$ cat config.mk
export PLATFORM = sky130hd
export DESIGN_NAME = fetch_unit
export DESIGN_NICKNAME = d
export VERILOG_FILES = /design/src/rtl/fetch_unit.sv
export SDC_FILE = /design/constraint.sdc
export NUM_CORES = 1
export LEC_CHECK = 0
export CORE_MARGIN = 2
export CORE_UTILIZATION = 52
export CTS_BUF_LIST = sky130_fd_sc_hd__clkbuf_4 sky130_fd_sc_hd__clkbuf_8 sky130_fd_sc_hd__clkbuf_16
export CTS_CLUSTER_SIZE = 30
export DETAILED_ROUTE_END_ITERATION = 12
export GPL_TIMING_DRIVEN = 0
export MAX_ROUTING_LAYER = met4
export PLACE_DENSITY = 0.89
export SLEW_MARGIN = 20
export SYNTH_ARGS = -nofsm -noshare
export SYNTH_HDL_FRONTEND = slang
export SYNTH_SLANG_ARGS = --single-unit
export TNS_END_PERCENT = 100
$ cat constraint.sdc
create_clock -name clk -period 10 [get_ports clk]
set_input_delay 2 -clock clk [delete_from_list [all_inputs] [get_ports clk]]
set_output_delay 2 -clock clk [all_outputs]
set_load 0.03 [all_outputs]
$ cat src/rtl/fetch_unit.sv
// Instruction fetch unit: word-aligned PC register feeding a small fetch FIFO, with redirect flush.
// Optional misaligned-redirect flag is built when FETCH_MISALIGN_CHK_EN is defined.
module fetch_unit #(
  parameter int                    ADDR_WIDTH = 32,
  parameter int                    DATA_WIDTH = 32,
  parameter logic [ADDR_WIDTH-1:0] RESET_PC   = '0,
  parameter int                    FIFO_DEPTH = 2
) (
  input  logic                  clk,
  input  logic                  rst_n,
  output logic [ADDR_WIDTH-1:0] instr_addr,
  input  logic [DATA_WIDTH-1:0] instr,
  input  logic                  redirect_valid,
  input  logic [ADDR_WIDTH-1:0] redirect_pc,
  output logic                  out_valid,
  input  logic                  out_ready,
  output logic [DATA_WIDTH-1:0] out_instr,
  output logic [ADDR_WIDTH-1:0] out_pc,
  output logic [ADDR_WIDTH-1:0] out_pc_plus4
`ifdef FETCH_MISALIGN_CHK_EN
  ,
  output logic                  misalign_err
`endif
);

  localparam int PW = (FIFO_DEPTH > 1) ? $clog2(FIFO_DEPTH) : 1;
  localparam int CW = PW + 1;
  localparam logic [CW-1:0]         DEPTH_C    = CW'(FIFO_DEPTH);
  localparam logic [ADDR_WIDTH-1:0] ALIGN_MASK = ~ADDR_WIDTH'(3);
  localparam logic [ADDR_WIDTH-1:0] PC_STEP    = ADDR_WIDTH'(4);

  typedef struct packed {
    logic [DATA_WIDTH-1:0] instr;
    logic [ADDR_WIDTH-1:0] pc;
  } entry_t;

  logic [ADDR_WIDTH-1:0]    pc_q, pc_d;
  logic [CW-1:0]            count_q, count_d;
  logic [PW-1:0]            wptr_q, wptr_d, rptr_q, rptr_d;
  entry_t [FIFO_DEPTH-1:0]  fifo_q, fifo_d;
  logic                     enq, deq;

  assign instr_addr   = pc_q;
  assign out_valid    = (count_q != '0);
  assign out_instr    = fifo_q[rptr_q].instr;
  assign out_pc       = fifo_q[rptr_q].pc;
  assign out_pc_plus4 = fifo_q[rptr_q].pc + PC_STEP;

  always_comb begin
    pc_d    = pc_q;
    count_d = count_q;
    wptr_d  = wptr_q;
    rptr_d  = rptr_q;
    fifo_d  = fifo_q;
    deq     = out_valid & out_ready;
    enq     = !redirect_valid & ((count_q < DEPTH_C) | deq);
    if (redirect_valid) begin
      // Flush wins over everything; a same-cycle deq is still consumed by decode.
      pc_d    = redirect_pc & ALIGN_MASK;
      count_d = '0;
      wptr_d  = '0;
      rptr_d  = '0;
    end else begin
      if (enq) begin
        fifo_d[wptr_q] = '{instr: instr, pc: pc_q};
        wptr_d         = wptr_q + PW'(1);
        pc_d           = pc_q + PC_STEP;
      end
      if (deq) rptr_d = rptr_q + PW'(1);
      case ({enq, deq})
        2'b10:   count_d = count_q + CW'(1);
        2'b01:   count_d = count_q - CW'(1);
        default: count_d = count_q;
      endcase
    end
  end

  always_ff @(posedge clk or negedge rst_n) begin
    if (!rst_n) begin
      pc_q    <= RESET_PC & ALIGN_MASK;
      count_q <= '0;
      wptr_q  <= '0;
      rptr_q  <= '0;
    end else begin
      pc_q    <= pc_d;
      count_q <= count_d;
      wptr_q  <= wptr_d;
      rptr_q  <= rptr_d;
    end
  end

  // Payload storage carries no reset; it is only observed while out_valid=1.
  always_ff @(posedge clk) begin
    fifo_q <= fifo_d;
  end

`ifdef FETCH_MISALIGN_CHK_EN
  logic misalign_q, misalign_d;

  always_comb begin
    misalign_d = redirect_valid & (redirect_pc[1:0] != 2'b00);
  end

  always_ff @(posedge clk or negedge rst_n) begin
    if (!rst_n) misalign_q <= 1'b0;
    else        misalign_q <= misalign_d;
  end

  assign misalign_err = misalign_q;
`else
  // Without the checker, low target bits are simply masked off by ALIGN_MASK.
`endif

endmodule

# [Word-level counts from Yosys, hierarchy flattened]
# Cells that the tools add are included.
[totals] inputBits=68 output_inout_bits=129 elab_cells=44 ff_bits=164
[op_classes] n_mux=13 n_bitwise=4 n_eq_ne=2 n_addsub=6 reduce_logical=7 order_cmp=4
[ops] op="$mux 64" count=3
[ops] op="$bwmux 128" count=1
[ops] op="$add 32x3->32 const B" count=2
[ops] op="$demux 64 s1" count=1
[ops] op="$mux 32" count=2
[ops] op="$reduce_bool 2->1" count=3
[ops] op="$lt 1x2->1 const B" count=2
[ops] op="$mux 1" count=4
[ops] op="$pmux 2 s2" count=1
[ops] op="$reduce_bool 3->1" count=1
[ops] op="$add 1x1->1 const B" count=2
[ops] op="$add 2x1->2 const B" count=1
[ops] op="$and 1x1->1" count=2
[ops] op="$eq 2x1->1 const B" count=1
[ops] op="$eq 2x2->1 const B" count=1
[ops] op="$lt 2x2->1 const B" count=1
[ops] op="$mux 2" count=1
[ops] op="$reduce_and 2->1" count=1
[ops] op="$sub 2x1->2 const B" count=1
[ops] op="$ge 1x1->1 const B" count=1
[ops] op="$logic_and 1x1->1" count=1
[ops] op="$logic_not 1->1" count=1
[ops] op="$not 1->1" count=1
[ops] op="$or 1x1->1" count=1

# [Longest topological paths before layout]
[depth] word_depth=7 mapped_depth=13 depth_no_buf=8

# [Least setup slack after synthesis]
# Ideal clock, no wire load.
[synth_path] path_kind="input port to flip-flop" startpoint="input redirect_valid" endpoint="register fifo_q[10] (netlist name) (enable)" setup_ns=0.559 arrival_time_ns=6.464 n_path_buf=1 stages=2 setup_slack_ns=2.977 cell_sequence="clkbuf_1 > nor3_1"
[synth_via] elab_chain_cells=3 word_cells_on_any_way=4 classes_between="bitwise (2); reduce/logical (2)"
[synth_lines] item="start: declaration" line="13" source="input logic redirect_valid,"
[synth_lines] item="$logic_not 1->1" line="56" source="enq = !redirect_valid & ((count_q < DEPTH_C) | deq);"
[synth_lines] item="$and 1x1->1" line="56"
[synth_lines] item="$reduce_and 2->1 (no source line) (*)"
[synth_lines] item="end signal: assignment" line="94" source="fifo_q <= fifo_d;"
[synth_lines] item="end: declaration" line="40" source="entry_t [FIFO_DEPTH-1:0] fifo_q, fifo_d;"
# Every way passes the cells marked *; elsewhere a longest branch is shown, timed or not.
# A chain may end at the register's enable or synchronous reset.

# [Worst setup path after layout]
[layout_path] startpoint="register rptr_q" endpoint="output out_pc_plus4[26]"
[layout_via] elab_chain_cells=3
[layout_lines] item="start: declaration" line="39" source="logic [PW-1:0] wptr_q, wptr_d, rptr_q, rptr_d;"
[layout_lines] item="start signal: assignment" line="88" source="rptr_q <= rptr_d;"
[layout_lines] item="$mux 64 (implied by the code) (2 in a row)" line="47" source="assign out_pc_plus4 = fifo_q[rptr_q].pc + PC_STEP;"
[layout_lines] item="$add 32x3->32" line="47"
[layout_lines] item="end: declaration" line="19" source="output logic [ADDR_WIDTH-1:0] out_pc_plus4"
# Every way passes these cells. The select of a mux whose other input is x is not followed.

==> results by group <==
STA
  • Slew Limit Headroom: between 50 and 60%
  • RSZ-0062 raised after global routing: no
  • Peak Freq: between 100 and 150 MHz
  • Actual slew at the worst max-slew pin: 0.7317 ns
  • Post-route minimum period: between 6 and 7 ns
  • Worst Slack Setup Final: 3.149 ns
  • Final slew viol count: 0
  • Final hold violation count: 0
  • Setup-failing EPs final: 0
  • Clk_skew: between 0.006 and 0.007 ns
  • Final setup TNS: 0 ns
  • Final Cycle Share: approximately two thirds

GRT
  • Largest net degree at the start of global routing: between 40 and 50
  • Initial antenna violation count: 0
  • Vias in the first global route: about 5300
  • Overflow after GRT: 0
  • GRT Total Usage: a little over a quarter
  • First-pass GRT wire length: 28.38 mm

Yosys
  • Synthesis-stage register bit count: 158
  • Top area cells in the synthesized netlist: edfxtp_1 52%, dfrtp_1 12%, mux2_2 8.2%, xor2_1 4.2%, nand2_1 3.1%
  • Synth unique cells: between 40 and 50
  • Yosys warning count: 0
  • Ys flop type: edfxtp_1
  • Synth Instances: between 500 and 600
  • Asr flop ratio synth: between 20 and 25%
  • Most instantiated library cell after synthesis: edfxtp_1
  • Mean Syn Cell Area: 13.63 um2
  • Synth cell count leaders: 124 x edfxtp_1, 59 x nand2_1, 52 x mux2_2
  • Post-Syn Area: 7101 um2
  • Number of flops mapped to enable cells by yosys: 124
  • Yosys top cell by area: edfxtp_1
  • Top cell type's share of synthesized area: 52.44%
  • Sequential share of the synthesized area: 64.42%

Finish
  • Final core occ: 74.81%
  • Layout cells sized above 1: between 15 and 20%
  • Final #Nets: 812
  • Ant diodes: 0
  • Design area: between 9000 and 10000 um2
  • Non-Filler Instances: between 900 and 1000
  • Layout area overhead: 40.07%

Clock tree
  • Htree depth: 4
  • Num CTS Buffers: 17
  • Skew-Pair Late Insertion Delay: 0.42 ns
  • Post-CTS Setup Repair Bufs: 0
  • Max clock buf depth: 2
  • Worst-path clk slew: 0.07 ns
  • Root Driver: clkbuf_16
  • CTS tree: yes
  • Clock Sinks: around 160
  • Post-CTS Resized: 0
  • # hold bufs at CTS: 0

Routing
  • Routed length per instance: 19.88 um
  • DR pass1 iterations: 5
  • Vias: 5253
  • DRC Markers: 0
  • Detailed Route WL: about 19 mm
  • Via density: 5.642
  • Detail Route Antenna Nets: 0
  • Drt initial violations: 440

Worst setup path
  • Reg2Reg Depth: 5
  • Worst r2r src: instr_addr[4]$_DFFE_PN0P_
  • Register-to-register setup slack: about 7.7 ns
  • Worst Path Arrival: ~4.9 ns
  • Reg-to-Reg End: instr_addr[31]$_DFFE_PN0P_
  • Worst setup EP type: primary output
  • CP Launch Type: flip-flop
  • Setup Crit Path Kind: flip-flop to primary output
  • Crit Path Max Fanout: 10
  • Critical Path RT: approximately 8.0 ns

Die
  • Die width: ~120 um
  • Initial Util: a little over half
  • Core Region: about 13000 um2
  • Placement row count: 42
  • Die H: between 100 and 150 um
  • Die ar.: approximately 15000 um2
  • Num ports: about 200

Power and ir drop
  • VDD IR max: ~0.00014 V
  • Cell Pwr Density: just under 200 nW/um2
  • Leak Pwr: approximately 3.6 nW

Place
  • Buffers on Ports: 188
  • RePlAce Congestion: between 0.9 and 1
  • Placed Instances: ~900
  • Post-placement cell area: just over 9000 um2
  • HPWL after DPL: approximately 13 mm
  • Dpl ws: between 3 and 4 ns

Min path
  • Hold Path End: count_q[0]$_DFFE_PN0P_
  • Hold Path Depth: 2
  • Worst Hold Class: flip-flop to flip-flop
  • Hold Crit Start: count_q[0]$_DFFE_PN0P_

Status
  • Outcome: finished, final reports clean

Job
  • Max-cap check violation count: 0
==> final cells by class <==
cell class                 instances  area [um2]
clock buffer                      19       440.4
clock inverter                    13       163.9
multi-input combinational        332        2375
buffer                            26       142.6
fill                             822        3349
tap                              176       220.2
sequential                       158        4574
timing repair buffer             197        1992
inverter                          10       37.54
==> power breakdown <==
part / leakage [nW] / switching (W) / internal [W]
combinational: 1.74 / 0.000270 / 0.000199
sequential: 1.58 / 0.0000421 / 0.000769
clock: 0.286 / 0.000260 / 0.000399
==> registers in the layout (all words and copies together), names as in the netlist <==
register	count
rptr_q	1
instr_addr	30
fifo_q	124
wptr_q	1
count_q	2
==> worst max-delay path by stage <==
stage	startpoint	cells after the start	slack, ns	end
after global placement	redirect_valid	3	0.39	fifo_q[37]$_DFFE_PP_
final	rptr_q$_DFFE_PN0P_	14	3.15	out_pc_plus4[26]
after detailed placement	rptr_q$_DFFE_PN0P_	14	3.76	out_pc_plus4[26]
after CTS	rptr_q$_DFFE_PN0P_	14	3.24	out_pc_plus4[26]
after global routing	rptr_q$_DFFE_PN0P_	14	2.97	out_pc_plus4[26]
after floorplan	redirect_valid	2	2.98	fifo_q[10]$_DFFE_PP_
==> cell families after synthesis <==
family,Yosys count,share of synthesized area (%)
simple gates,158,12.16
flops,158,64.42
xor+xnor,56,6.907
fa+ha+maj,2,0.3524
compound gates,50,4.194
mux,60,9.374
other cells,1,0.05281
buf+inv,36,2.537
==> layer usage <==
metal	GRT usage, %	part of all wire (%)	vias to the layer above
met5	-	0	-
met3	5.592	7.7	59
li1	-	-	2347
met2	44.35	51	302
met4	12.72	3.4	0
met1	31.17	38	2545
==> critical path, stage by stage, from the launching register on <==
cell and delay, ns:
dfrtp_1 0.32, buf_2 0.20, buf_2 0.28, buf_4 0.24, buf_2 0.31, buf_2 0.36
mux2i_1 0.17, inv_1 0.10, ha_1 0.27, nand4_1 0.13, nor3b_1 0.42, o211ai_2 0.32
nor4_2 0.34, xor2_1 0.22, clkdlybuf4s50_1 0.71
==> cell usage in the layout (no fill, tap or decap), types with 3 or more instances in the layout <==
| cell | netlist | layout |
|---|---|---|
| buf_2 | 9 | 10 |
| buf_6 | 1 | 3 |
| nor3_1 | 10 | 9 |
| inv_1 | 10 | 10 |
| mux2_2 | 52 | 52 |
| clkinvlp_4 | 0 | 3 |
| o21ai_1 | 9 | 9 |
| clkinv_4 | 0 | 3 |
| dfrtp_1 | 34 | 34 |
| o22ai_1 | 3 | 3 |
| nand3_1 | 19 | 19 |
| buf_4 | 7 | 12 |
| o21ai_0 | 23 | 23 |
| nor4_2 | 4 | 4 |
| bufinv_16 | 0 | 3 |
| nand2b_1 | 4 | 4 |
| conb_1 | 1 | 6 |
| clkdlybuf4s50_1 | 0 | 187 |
| nor2_1 | 17 | 17 |
| edfxtp_1 | 124 | 124 |
| and4_1 | 3 | 3 |
| xnor2_1 | 22 | 22 |
| clkbuf_16 | 0 | 17 |
| a21oi_1 | 4 | 4 |
| nand4_1 | 19 | 19 |
| a31oi_1 | 5 | 5 |
| mux2i_1 | 8 | 8 |
| xor2_1 | 34 | 34 |
| and3_1 | 5 | 4 |
| clkbuf_1 | 9 | 9 |
| nand2_1 | 59 | 59 |
==> stage by stage <==
stage,hold slack (ns),total power [W]
floorplan,0.5008,0.001078
global placement,0.5176,0.001272
detailed placement,0.5459,0.001288
CTS,0.5773,0.001945
global route,0.5977,0.002000
finish,0.5730,0.001939
Note: power is estimated with default switching activity, not from simulation.
==> edit, RTL diff (same flow settings) <==
Add a define of `FETCH_MISALIGN_CHK_EN`.
--- a/src/rtl/fetch_unit.sv
+++ b/src/rtl/fetch_unit.sv
@@ -2,2 +2,4 @@
 // Optional misaligned-redirect flag is built when FETCH_MISALIGN_CHK_EN is defined.
+`define FETCH_MISALIGN_CHK_EN
+
 module fetch_unit #(
New outputs: misalign_err. Function: not settled (the Yosys comparison gave no result); the edit may change what the design does.
==> edit against the unedited design <==
- total power down 3.8%
- largest power group unchanged
- largest cell class unchanged
- routed wire length about the same
- setup slack better by 520 ps
- final cell count up 3.7%
- clock skew up 0.81 ps
- area after synthesis up 3.5%
- critical path type unchanged
- design area up 2.3%
- sequential cell count up 1
- non-clock buffer count up 11
==> edit: results (changes against the unedited design) <==
set qor(status) {finished clean}
set qor(path_delay_family) {buffers and inverters}
set qor(gr-usage-all-layers_pct) 25.6 ;# -1.1 points
set qor(grt_pass1_wl_um) 28000 ;# -1.2%
set qor(pin_count_of_the_biggest_net_entering_global_routing) 30 ;# -39%
set qor(insertedDiodeCount) 0 ;# unchanged
set qor(dr_total_vias) 5316 ;# +1.2%
set qor(ys.warnings.count) 0 ;# unchanged
set qor(synth.top_cells.by_area) {sky130_fd_sc_hd__edfxtp_1 (51%), sky130_fd_sc_hd__dfrtp_1 (12%), sky130_fd_sc_hd__mux2_2 (8.0%), sky130_fd_sc_hd__xnor2_1 (4.1%), sky130_fd_sc_hd__nand2_1 (3.0%)}
set qor(place.detailed.instances) 933 ;# +3.8%
set qor(crit_path_end) {out_pc_plus4[22]}
set qor(top_post_synthesis_cells_by_count) {sky130_fd_sc_hd__edfxtp_1 (124), sky130_fd_sc_hd__nand2_1 (59), sky130_fd_sc_hd__mux2_2 (52), sky130_fd_sc_hd__dfrtp_1 (35), sky130_fd_sc_hd__xnor2_1 (34)}
set qor(p_leak_nw) 3.72 ;# +3.3%
set qor(finalNetCount) 842 ;# +3.7%
set qor(clock-skew-final_ps) 7.80 ;# +0.807 ps
set qor(total_of_hold_buffers_inserted_after_clock_tree_synthesis) 0 ;# unchanged
set qor(setup_bufs_post_cts) 0 ;# unchanged
set qor(seq_area_frac_synth_pct) 62.6 ;# -1.8 points
set qor(place.port_buffers) 191 ;# +1.6%
set qor(reg2reg_slack_ps) 8020 ;# +370 ps
set qor(path_max_fanout) 10 ;# unchanged
set qor(synth-async-reset-ratio_pct) 22.0 ;# +0.49 points
set qor(worstRegToRegCells) 6 ;# +1
set qor(place.gp.congestion) 0.898 ;# -1.9%
set qor(routed_wirelength_um) 18500 ;# about the same
set qor(ir_worst_vdd_v) 0.0000830 ;# -39%
set qor(critical_path.max_stage_delay_ps) 730 ;# +20 ps
set qor(regToRegStartpoint) {instr_addr[17]$_DFFE_PN0P_}
set qor(drt_iter0_drc) 381 ;# -13%
set qor(max-slew-margin-rel_pct) 61.7 ;# +11 points
set qor(half_perimeter_wire_length_after_placement_um) 14000 ;# +6.5%
set qor(postSynthCellCount) 542 ;# +4.0%
set qor(worstPathArrival_ps) 4330 ;# -520 ps
set qor(placed_instance_area_um2) 9660 ;# +3.4%
set qor(hold_path_depth) 0 ;# -2
set qor(crit_path_time_final_ps) 6330 ;# -525 ps
set qor(via_count_of_the_first_global_routing_pass) 5301 ;# -0.56%
set qor(dp_slack_ps) 4070 ;# +307 ps
set qor(wl_per_cell_um) 19.2 ;# -3.5%
set qor(netlist-cell-type-count) 57 ;# +21%
## edit: layer usage
| metal | up-vias | part of all wire (%) | GRT usage [%] |
|---|---|---|---|
| met5 | - | 0 | - |
| met4 | 0 | 1.8 | 9.12 |
| met3 | 30 | 8.6 | 6.88 |
| met2 | 258 | 50 | 41.5 |
| met1 | 2579 | 40 | 31.0 |
| li1 | 2449 | - | - |
## edit: area by class of cell
type	count	area, um2
repair buffers	206	2050
multi-input cells	345	2550
plain buffers	28	173
well taps	180	225
fillers	876	3650
clock inverters	12	72.6
flip-flops and latches	159	4600
inverters	15	56.3
clock buffers	20	448
## edit: logic make-up (layout without fill, tap and decap cells)
group                    Yosys count  in the layout  share of synthesized area, %
multiplexers                      65             65                          9.74
XOR/XNOR                          53             53                          6.32
AO/OA/AOI/OAI                     49             49                          4.31
other                              1              6                        0.0510
flip-flops                       159            159                          62.6
adder cells (fa/ha/maj)            2              2                         0.340
buffers and inverters             43            281                          3.12
AND/OR/NAND/NOR                  170            170                          13.5
## edit: metrics by stage
stage	hold WS (ps)	setup TNS (ps)	utilization, %
after floorplan	501	0	-
after global placement	513	-15750	68.7
after detailed placement	550	0	69.8
after CTS	554	0	73.6
after global routing	560	0	73.6
final	552	0	73.6
## edit: how the worst min path moves through the flow
stage / startpoint / to / slack [ps]
6_report: instr_addr[7]$_DFFE_PN0P_ / fifo_q[71]$_DFFE_PP_ / 550
5_1_grt: instr_addr[7]$_DFFE_PN0P_ / fifo_q[71]$_DFFE_PP_ / 560
4_1_cts: instr_addr[7]$_DFFE_PN0P_ / fifo_q[71]$_DFFE_PP_ / 550
3_5_place_dp: instr_addr[27]$_DFFE_PN0P_ / fifo_q[27]$_DFFE_PP_ / 550
3_3_place_gp: count_q[0]$_DFFE_PN0P_ / count_q[0]$_DFFE_PN0P_ / 510
2_1_floorplan: count_q[0]$_DFFE_PN0P_ / count_q[0]$_DFFE_PN0P_ / 500
## edit: where the power goes
group          internal (mW)  switching [mW]
combinational          0.209           0.273
clock                  0.320           0.244
sequential             0.774          0.0442
total                   1.30           0.561
